$ cat src/rtl/muldiv_unit.sv
// rtl/muldiv_unit.sv - iterative RV32M multiply/divide unit (shift-add multiply, restoring divide)
module muldiv_unit #(
  parameter int XLEN  = 32,
  parameter int CNT_W = 6
) (
  input  logic            clk,
  input  logic            reset,
  input  logic            start,
  input  logic            kill,
  input  logic [2:0]      funct3,
  input  logic [XLEN-1:0] op_a,
  input  logic [XLEN-1:0] op_b,
  input  logic [4:0]      rd_in,
  output logic            busy,
  output logic            done,
  output logic [XLEN-1:0] result,
  output logic [4:0]      rd_out
);

  typedef enum logic [1:0] {IDLE, CALC, DONE} state_t;

  localparam logic [CNT_W-1:0] LAST    = CNT_W'(XLEN - 1);
  localparam logic [XLEN-1:0]  INT_MIN = {1'b1, {(XLEN-1){1'b0}}};

  state_t            state;
  logic [CNT_W-1:0]  counter;
  logic [2:0]        f3_r;
  logic [4:0]        rd_r;
  logic              a_neg_r;
  logic              b_neg_r;
  logic [XLEN-1:0]   operand;
  logic [XLEN-1:0]   hi;
  logic [XLEN-1:0]   lo;

  // Launch-time decode of the incoming operation
  logic              is_div;
  logic              signed_a;
  logic              signed_b;
  logic              a_neg;
  logic              b_neg;
  logic [XLEN-1:0]   mag_a;
  logic [XLEN-1:0]   mag_b;
  logic              div_zero;
  logic              div_ovf;
  logic [XLEN-1:0]   special_res;

  always_comb begin
    is_div   = funct3[2];
    signed_a = (funct3 == 3'b001) || (funct3 == 3'b010) ||
               (funct3 == 3'b100) || (funct3 == 3'b110);
    signed_b = (funct3 == 3'b001) || (funct3 == 3'b100) || (funct3 == 3'b110);
    a_neg    = signed_a & op_a[XLEN-1];
    b_neg    = signed_b & op_b[XLEN-1];
    mag_a    = a_neg ? -op_a : op_a;
    mag_b    = b_neg ? -op_b : op_b;
    div_zero = is_div && (op_b == '0);
    div_ovf  = is_div && !funct3[0] && (op_a == INT_MIN) && (op_b == '1);
    if (div_zero)
      special_res = funct3[1] ? op_a : '1;
    else
      special_res = funct3[1] ? '0 : INT_MIN;
  end

  // One radix-2 step: hi/lo hold product halves (mul) or remainder/quotient (div)
  logic [XLEN:0]     mul_sum;
  logic [XLEN:0]     div_shift;
  logic [XLEN:0]     div_diff;
  logic              div_ok;
  logic [XLEN-1:0]   next_hi;
  logic [XLEN-1:0]   next_lo;

  always_comb begin
    mul_sum   = {1'b0, hi} + (lo[0] ? {1'b0, operand} : '0);
    div_shift = {hi, lo[XLEN-1]};
    div_diff  = div_shift - {1'b0, operand};
    div_ok    = !div_diff[XLEN];
    if (f3_r[2]) begin
      next_hi = div_ok ? div_diff[XLEN-1:0] : div_shift[XLEN-1:0];
      next_lo = {lo[XLEN-2:0], div_ok};
    end else begin
      next_hi = mul_sum[XLEN:1];
      next_lo = {mul_sum[0], lo[XLEN-1:1]};
    end
  end

  // Sign fix-up applied to the values produced by the final step
  logic [2*XLEN-1:0] product;
  logic [XLEN-1:0]   final_res;

  always_comb begin
    product = {next_hi, next_lo};
    if (a_neg_r ^ b_neg_r)
      product = -product;
    if (f3_r[2]) begin
      if (f3_r[1])
        final_res = a_neg_r ? -next_hi : next_hi;
      else
        final_res = (a_neg_r ^ b_neg_r) ? -next_lo : next_lo;
    end else begin
      final_res = (f3_r[1:0] == 2'b00) ? product[XLEN-1:0] : product[2*XLEN-1:XLEN];
    end
  end

  always_ff @(posedge clk) begin
    if (reset) begin
      state   <= IDLE;
      busy    <= 1'b0;
      done    <= 1'b0;
      result  <= '0;
      rd_out  <= '0;
      counter <= '0;
      f3_r    <= '0;
      rd_r    <= '0;
      a_neg_r <= 1'b0;
      b_neg_r <= 1'b0;
      operand <= '0;
      hi      <= '0;
      lo      <= '0;
    end else begin
      case (state)
        IDLE: begin
          done <= 1'b0;
          if (start && !kill) begin
            f3_r    <= funct3;
            rd_r    <= rd_in;
            a_neg_r <= a_neg;
            b_neg_r <= b_neg;
            if (div_zero || div_ovf) begin
              state  <= DONE;
              done   <= 1'b1;
              result <= special_res;
              rd_out <= rd_in;
            end else begin
              state   <= CALC;
              busy    <= 1'b1;
              counter <= '0;
              operand <= is_div ? mag_b : mag_a;
              hi      <= '0;
              lo      <= is_div ? mag_a : mag_b;
            end
          end
        end
        CALC: begin
          if (kill) begin
            state <= IDLE;
            busy  <= 1'b0;
          end else begin
            hi      <= next_hi;
            lo      <= next_lo;
            counter <= counter + 1'b1;
            if (counter == LAST) begin
              state  <= DONE;
              busy   <= 1'b0;
              done   <= 1'b1;
              result <= final_res;
              rd_out <= rd_r;
            end
          end
        end
        DONE: begin
          state <= IDLE;
          busy  <= 1'b0;
          done  <= 1'b0;
        end
        default: begin
          state <= IDLE;
          busy  <= 1'b0;
          done  <= 1'b0;
        end
      endcase
    end
  end

endmodule

$ cat config.mk
export PLATFORM = sky130hd
export DESIGN_NAME = muldiv_unit
export DESIGN_NICKNAME = d
export VERILOG_FILES = /design/src/rtl/muldiv_unit.sv
export SDC_FILE = /design/constraint.sdc
export NUM_CORES = 1
export LEC_CHECK = 0
export ABC_AREA = 1
export CORE_ASPECT_RATIO = 0.6
export CORE_MARGIN = 3
export CORE_UTILIZATION = 35
export DETAILED_ROUTE_END_ITERATION = 12
export PLACE_DENSITY = 0.55
export SLEW_MARGIN = 20
export SYNTH_ARGS = -nofsm -noshare
export SYNTH_HDL_FRONTEND = slang
export SYNTH_SLANG_ARGS = --single-unit
$ cat constraint.sdc
create_clock -name clk -period 5.2 [get_ports clk]
set_clock_uncertainty 0.15 [all_clocks]
set_input_delay 1.04 -clock clk [delete_from_list [all_inputs] [get_ports clk]]
set_output_delay 1.04 -clock clk [all_outputs]
set_load 0.1 [all_outputs]
==> After elaboration in Yosys (flattened, before gate mapping) <==
Index checks and enable logic that the tools add are counted.
{ "word_totals": {"reg_bits": 153, "in_bits": 76, "out_inout_bits": 39, "elab_cells": 118} }
{ "classes": {"bitwise": 4, "addsub": 8, "muxes": 54, "eq_ne": 14, "n_reduce_logical": 25} }
{ "ops": {"columns": ["op", "n"], "rows": [
  ["$mux W32", 26],
  ["$pmux W32 S2", 3],
  ["$neg A32 Y32", 4],
  ["$eq A32 B32 Y1 const B", 2],
  ["$mux W64", 1],
  ["$neg A64 Y64", 1],
  ["$add A32 B32 Y33", 1],
  ["$sub A33 B32 Y33", 1],
  ["$logic_not A32 Y1", 1],
  ["$mux W5", 4],
  ["$mux W6", 3],
  ["$pmux W6 S2", 1],
  ["$ne A2 B2 Y1 const B", 5],
  ["$pmux W5 S2", 1],
  ["$mux W1", 8],
  ["$mux W2", 4],
  ["$add A6 B1 Y6 const B", 1],
  ["$eq A3 B3 Y1 const B", 2],
  ["$eq A6 B5 Y1 const B", 1],
  ["$logic_or A1 B1 Y1", 6],
  ["$reduce_and A2 Y1", 3],
  ["$reduce_and A3 Y1", 2],
  ["$logic_and A1 B1 Y1", 5],
  ["$reduce_and A5 Y1", 1],
  ["13 further kinds", 18]
]} }

==> Depth between registers and ports, before layout <==
{ "depth": {"word_depth": 10, "mapped_depth": 37, "ltp_nobuf": 37} }

==> Least setup slack after synthesis <==
No wires, ideal clock.
{ "synth_path": {"path_type": "register -> register", "start": "reg lo[31]", "end": "reg result[16]", "required_ps": 4979, "synth_period_minus_slack_ps": 4056, "slack_ps": 1144, "path_stages_with_launch": 35, "t_arrival_ps": 3835, "setup_ps": 71, "n_path_buf": 0, "path_cell_list": "dfxtp_1 > inv_1 > ha_1 > fa_1 > inv_1 > nand2_1 > nand2_1 > nand3_1 > nand2_2 > nand2_2 > nand2_4 > nand2_4 > nand2_4 > nand2_4 > nand2_8 > nand2_1 > nand2_2 > ha_1 > o211ai_1 > nor2_1 > nand3_1 > nor2_1 > nand2_1 > nor2_1 > nand2_1 > nor3_2 > nand3_1 > inv_1 > nand3_1 > o21ai_1 > xor2_1 > o21bai_1 > nand2_1 > nand2_1 > a21oi_1"} }
{ "synth_between": {"elab_chain_cells": 10, "elab_cells_between_ends": 17, "classes_between": "add/sub: 4; mux: 12; reduce/logical: 1"} }
{ "synth_lines": {"columns": ["item", "line", "source"], "rows": [
  ["start, declared", "33", "logic [XLEN-1:0] lo;"],
  ["start signal, assigned", "139", "lo <= is_div ? mag_a : mag_b;"],
  ["start signal, assigned", "149", "lo <= next_lo;"],
  ["$sub A33 B32 Y33", "75", "div_diff = div_shift - {1'b0, operand};"],
  ["$mux W32 / $logic_not A1 Y1 (equally long branches)", "78, 76", null],
  ["$mux W32", "77", "if (f3_r[2]) begin"],
  ["$neg A64 Y64 (tied with other cells)", "93", "product = -product;"],
  ["$mux W64 (tied with other cells)", "92", "if (a_neg_r ^ b_neg_r)"],
  ["$mux W32, on equally long branches", "100, 95", null],
  ["$mux W32 *", "94", "if (f3_r[2]) begin"],
  ["$mux W32 *", "151", "if (counter == LAST) begin"],
  ["$mux W32 *", "144", "if (kill) begin"],
  ["$pmux W32 S2 *", "120", "case (state)"],
  ["end signal, assigned", "131", "result <= special_res;"],
  ["end signal, assigned", "155", "result <= final_res;"],
  ["end, declared", "16", "output logic [XLEN-1:0] result,"]
]} }
Mark *: on every way between the ends. The rest lies on a longest branch, timed or not. The select of a mux whose other input is x is not followed.
A chain may end at the register's enable or synchronous reset.

==> Worst setup path after layout <==
{ "layout_path": {"start": "reg lo[31]", "end": "reg result[20]"} }
Same word-level chain as after synthesis.

==> out/qor.csv <==
stage;metric;value;unit
global_route;initial antenna violation count;2;
critical_path;Req. time, crit path;5.45;ns
logic_synthesis;count of different cell masters after synthesis;56;
critical_path;worst-path fanout max;4;
routing;Pre-antenna DRT Iters;7;
clock_network;total CTS buffers;17;
critical_path;FF-to-FF End;result[20];
critical_path;slowest CP cell;fa_2;
logic_synthesis;Synth Register Bits;153;
routing;WL/cell;22.6;um
routing;# DRC;0;
critical_path;CP top delay family;simple AND/OR/NAND/NOR gates;
timing;Final Max Slew Viols;0;
clock_network;CTS Root Cell;clkbuf_16;
logic_synthesis;EDFF count, synth;0;
logic_synthesis;Synth top area share;20.4;%
timing;Worst-Margin Slew;1.31;ns
floorplanning;Site Rows;64;
logic_synthesis;Post-synth top flop;dfxtp_1;
final_layout;layout filler cell count;5798;
timing;Setup Viol. Count Final;0;
global_route;number of global-route vias before repair;19942;
logic_synthesis;Ys Warns;0;
run_status;status;completed;
logic_synthesis;syn_area_per_cell;5.54;um2
global_route;Tot GR Track Use;33.0;%
critical_path;CP peak stage delay;0.40;ns
clock_network;clock-pin slew on the worst setup and hold paths;0.08;ns
timing;Period Utilization, post-route;91.7;%
critical_path;Worst Path Buf+Inv;2;
logic_synthesis;ys async rst share;0;%
clock_network;Clock Latency Late Sink;0.48;ns
floorplanning;die width;302;um
routing;total wire length;93.8;mm
timing;final setup TNS;0;ns
floorplanning;I/O pins;115;
global_route;largest net degree at the start of global routing;77;
routing;post-route antenna net violation count;0;
logic_synthesis;Synth top cells by count;1,002 x nand2_1, 424 x inv_1, 298 x nor2_1, 254 x a21oi_1, 251 x o21ai_0;
final_layout;synth-to-layout area growth;16.5;%
clock_network;Max clock buf depth;2;
timing;Fin. Hold Viols;0;
routing;Via density;5.48;
placed_design;Final Wtd Congestion;1.06;
clock_network;CTS sink count;153;
floorplanning;Initial Util;35.8;%
critical_path;CP Depth;35;
logic_synthesis;most frequent cell after synthesis;nand2_1;
critical_path;Critical Path AT;5.02;ns
clock_network;CTS resizes;0;
critical_path;CP Class;reg -> reg;
power_and_ir_drop;Power Dens Cells;223;mW/mm2
logic_synthesis;post-synthesis sequential area ratio;16.6;%
floorplanning;Core Area;0.0515;mm2
timing;RSZ-0062 raised after global routing;yes;
critical_path;Critical Path Start;lo[31];
min_path;Hold WC Path Type;reg -> reg;
placed_design;placed wire-length estimate after detailed placement;76.5;mm
global_route;gr ovfl total;0;
timing;Final min period;4.77;ns
critical_path;Critical Path Start Type;flip-flop;
logic_synthesis;Post-Syn Instances;3330;
final_layout;Ant. Diodes;0;
clock_network;Post-CTS Setup Repair Bufs;0;
final_layout;layout cell share with drive strength beyond 1;8.55;%
global_route;first-pass GRT wire length;135;mm
power_and_ir_drop;Leakage;10.4;nW
power_and_ir_drop;Final Power;4.78;mW
logic_synthesis;ranking of synthesized cells by area;nand2_1 20%, dfxtp_1 17%, inv_1 8.6%;
floorplanning;die area;0.0556;mm2
logic_synthesis;Synth Cell Area;0.0185;mm2
critical_path;Worst setup endpoint;result[20];
power_and_ir_drop;IR Drop Worst-Case VDD;0.000256;V
timing;Slew HR;12.0;%
clock_network;H-tree lvl count;4;
routing;initial DRC count;3244;
logic_synthesis;syn_nets;3478;
floorplanning;Die H;184;um
critical_path;Worst Setup End Kind;flip-flop;
run;maxcap violations;0;
final_layout;NumNets Final;3599;
critical_path;Worst R2R Path Depth;35;
clock_network;hold_buf cts;0;
logic_synthesis;area leader, netlist;nand2_1;
critical_path;crit-path most repeated cell;nand2_1;
routing;DR vias;22761;
clock_network;CTS tree;done;
critical_path;R2R setup slack;0.43;ns
timing;Peak Freq;210;MHz
critical_path;launch point of the worst reg-to-reg path;lo[31];
placed_design;port bufs;114;
stage by stage:
stage          std cells  utilization, %  worst slack, ns  instance area [um2]  hold WS, ns
2_1_floorplan       3330               -             1.14                18500        0.285
3_3_place_gp        4125            40.5            0.506                20900        0.315
3_5_place_dp        4125            40.5            0.334                20900        0.315
4_1_cts             4157            41.7            0.291                21500        0.324
5_1_grt             4157            41.8          -0.0108                21500        0.352
6_report            4157            41.8            0.432                21500        0.325
area by class of cell:
cell class / instances / area (um2) / area share, %
multi-input combinational: 2604 / 13200 / 61.4
sequential: 153 / 3070 / 14.3
timing repair buffer: 240 / 2140 / 9.95
inverter: 435 / 1630 / 7.60
tap: 693 / 867 / 4.03
clock buffer: 19 / 464 / 2.16
clock inverter: 13 / 130 / 0.605
cell families after synthesis:
logic type,count (synthesis),synth area share [%]
AND/OR/NAND/NOR,1763,41.1
AO/OA/AOI/OAI,651,19.5
buffers and inverters,573,12.2
flip-flops,153,16.6
XOR/XNOR,115,5.46
adder cells (fa/ha/maj),72,4.96
multiplexers,3,0.163
metal layers:
metal	up-vias	track usage, %	wire length (um)
li1	11037	-	-
met1	10352	51.0	45000
met2	1277	37.5	30900
met3	81	18.6	16100
met4	14	4.68	1160
met5	-	7.06	579
layout by cell type (no fill, tap or decap), types with 96 or more instances in the layout:
| cell type | count |
|---|---|
| nand2_1 | 1002 |
| inv_1 | 422 |
| nor2_1 | 292 |
| a21oi_1 | 254 |
| o21ai_0 | 249 |
| nand3_1 | 240 |
| dfxtp_1 | 152 |
| buf_4 | 121 |
| clkdlybuf4s50_1 | 112 |
| xor2_1 | 96 |
where the power goes:
part | leakage, nW | total, mW | switching (mW) | internal [mW]
Clock | 0.290 | 1.37 | 0.659 | 0.715
Sequential | 1.25 | 1.29 | 0.0524 | 1.24
Combinational | 8.90 | 2.12 | 1.52 | 0.599
Total | 10.4 | 4.78 | 2.23 | 2.55
sequential cells by signal (all words and copies together), names as in the netlist:
signal	flops
done	1
a_neg_r	1
rd_out	5
rd_r	5
f3_r	3
result	32
state	2
b_neg_r	1
hi	32
counter	6
operand	32
lo	32
busy	1
worst register-to-register path, delay by kind of cell (launching register included):
family	cells	cell delay (ns)
fa+ha+maj	3	0.80
compound gates	2	0.27
flops	1	0.34
buf+inv	2	0.18
simple gates	28	2.98
worst min path at each step:
stage / slack (ns) / to / start / cells past startpoint
floorplan: 0.28 / counter[2] / counter[2] / 1
global placement: 0.32 / counter[2] / counter[2] / 1
detailed placement: 0.31 / lo[12] / lo[12] / 2
CTS: 0.32 / rd_out[4] / rd_r[4] / 2
global route: 0.35 / operand[14] / operand[14] / 2
finish: 0.33 / lo[12] / lo[12] / 2
(Power assumes the default switching activity.)
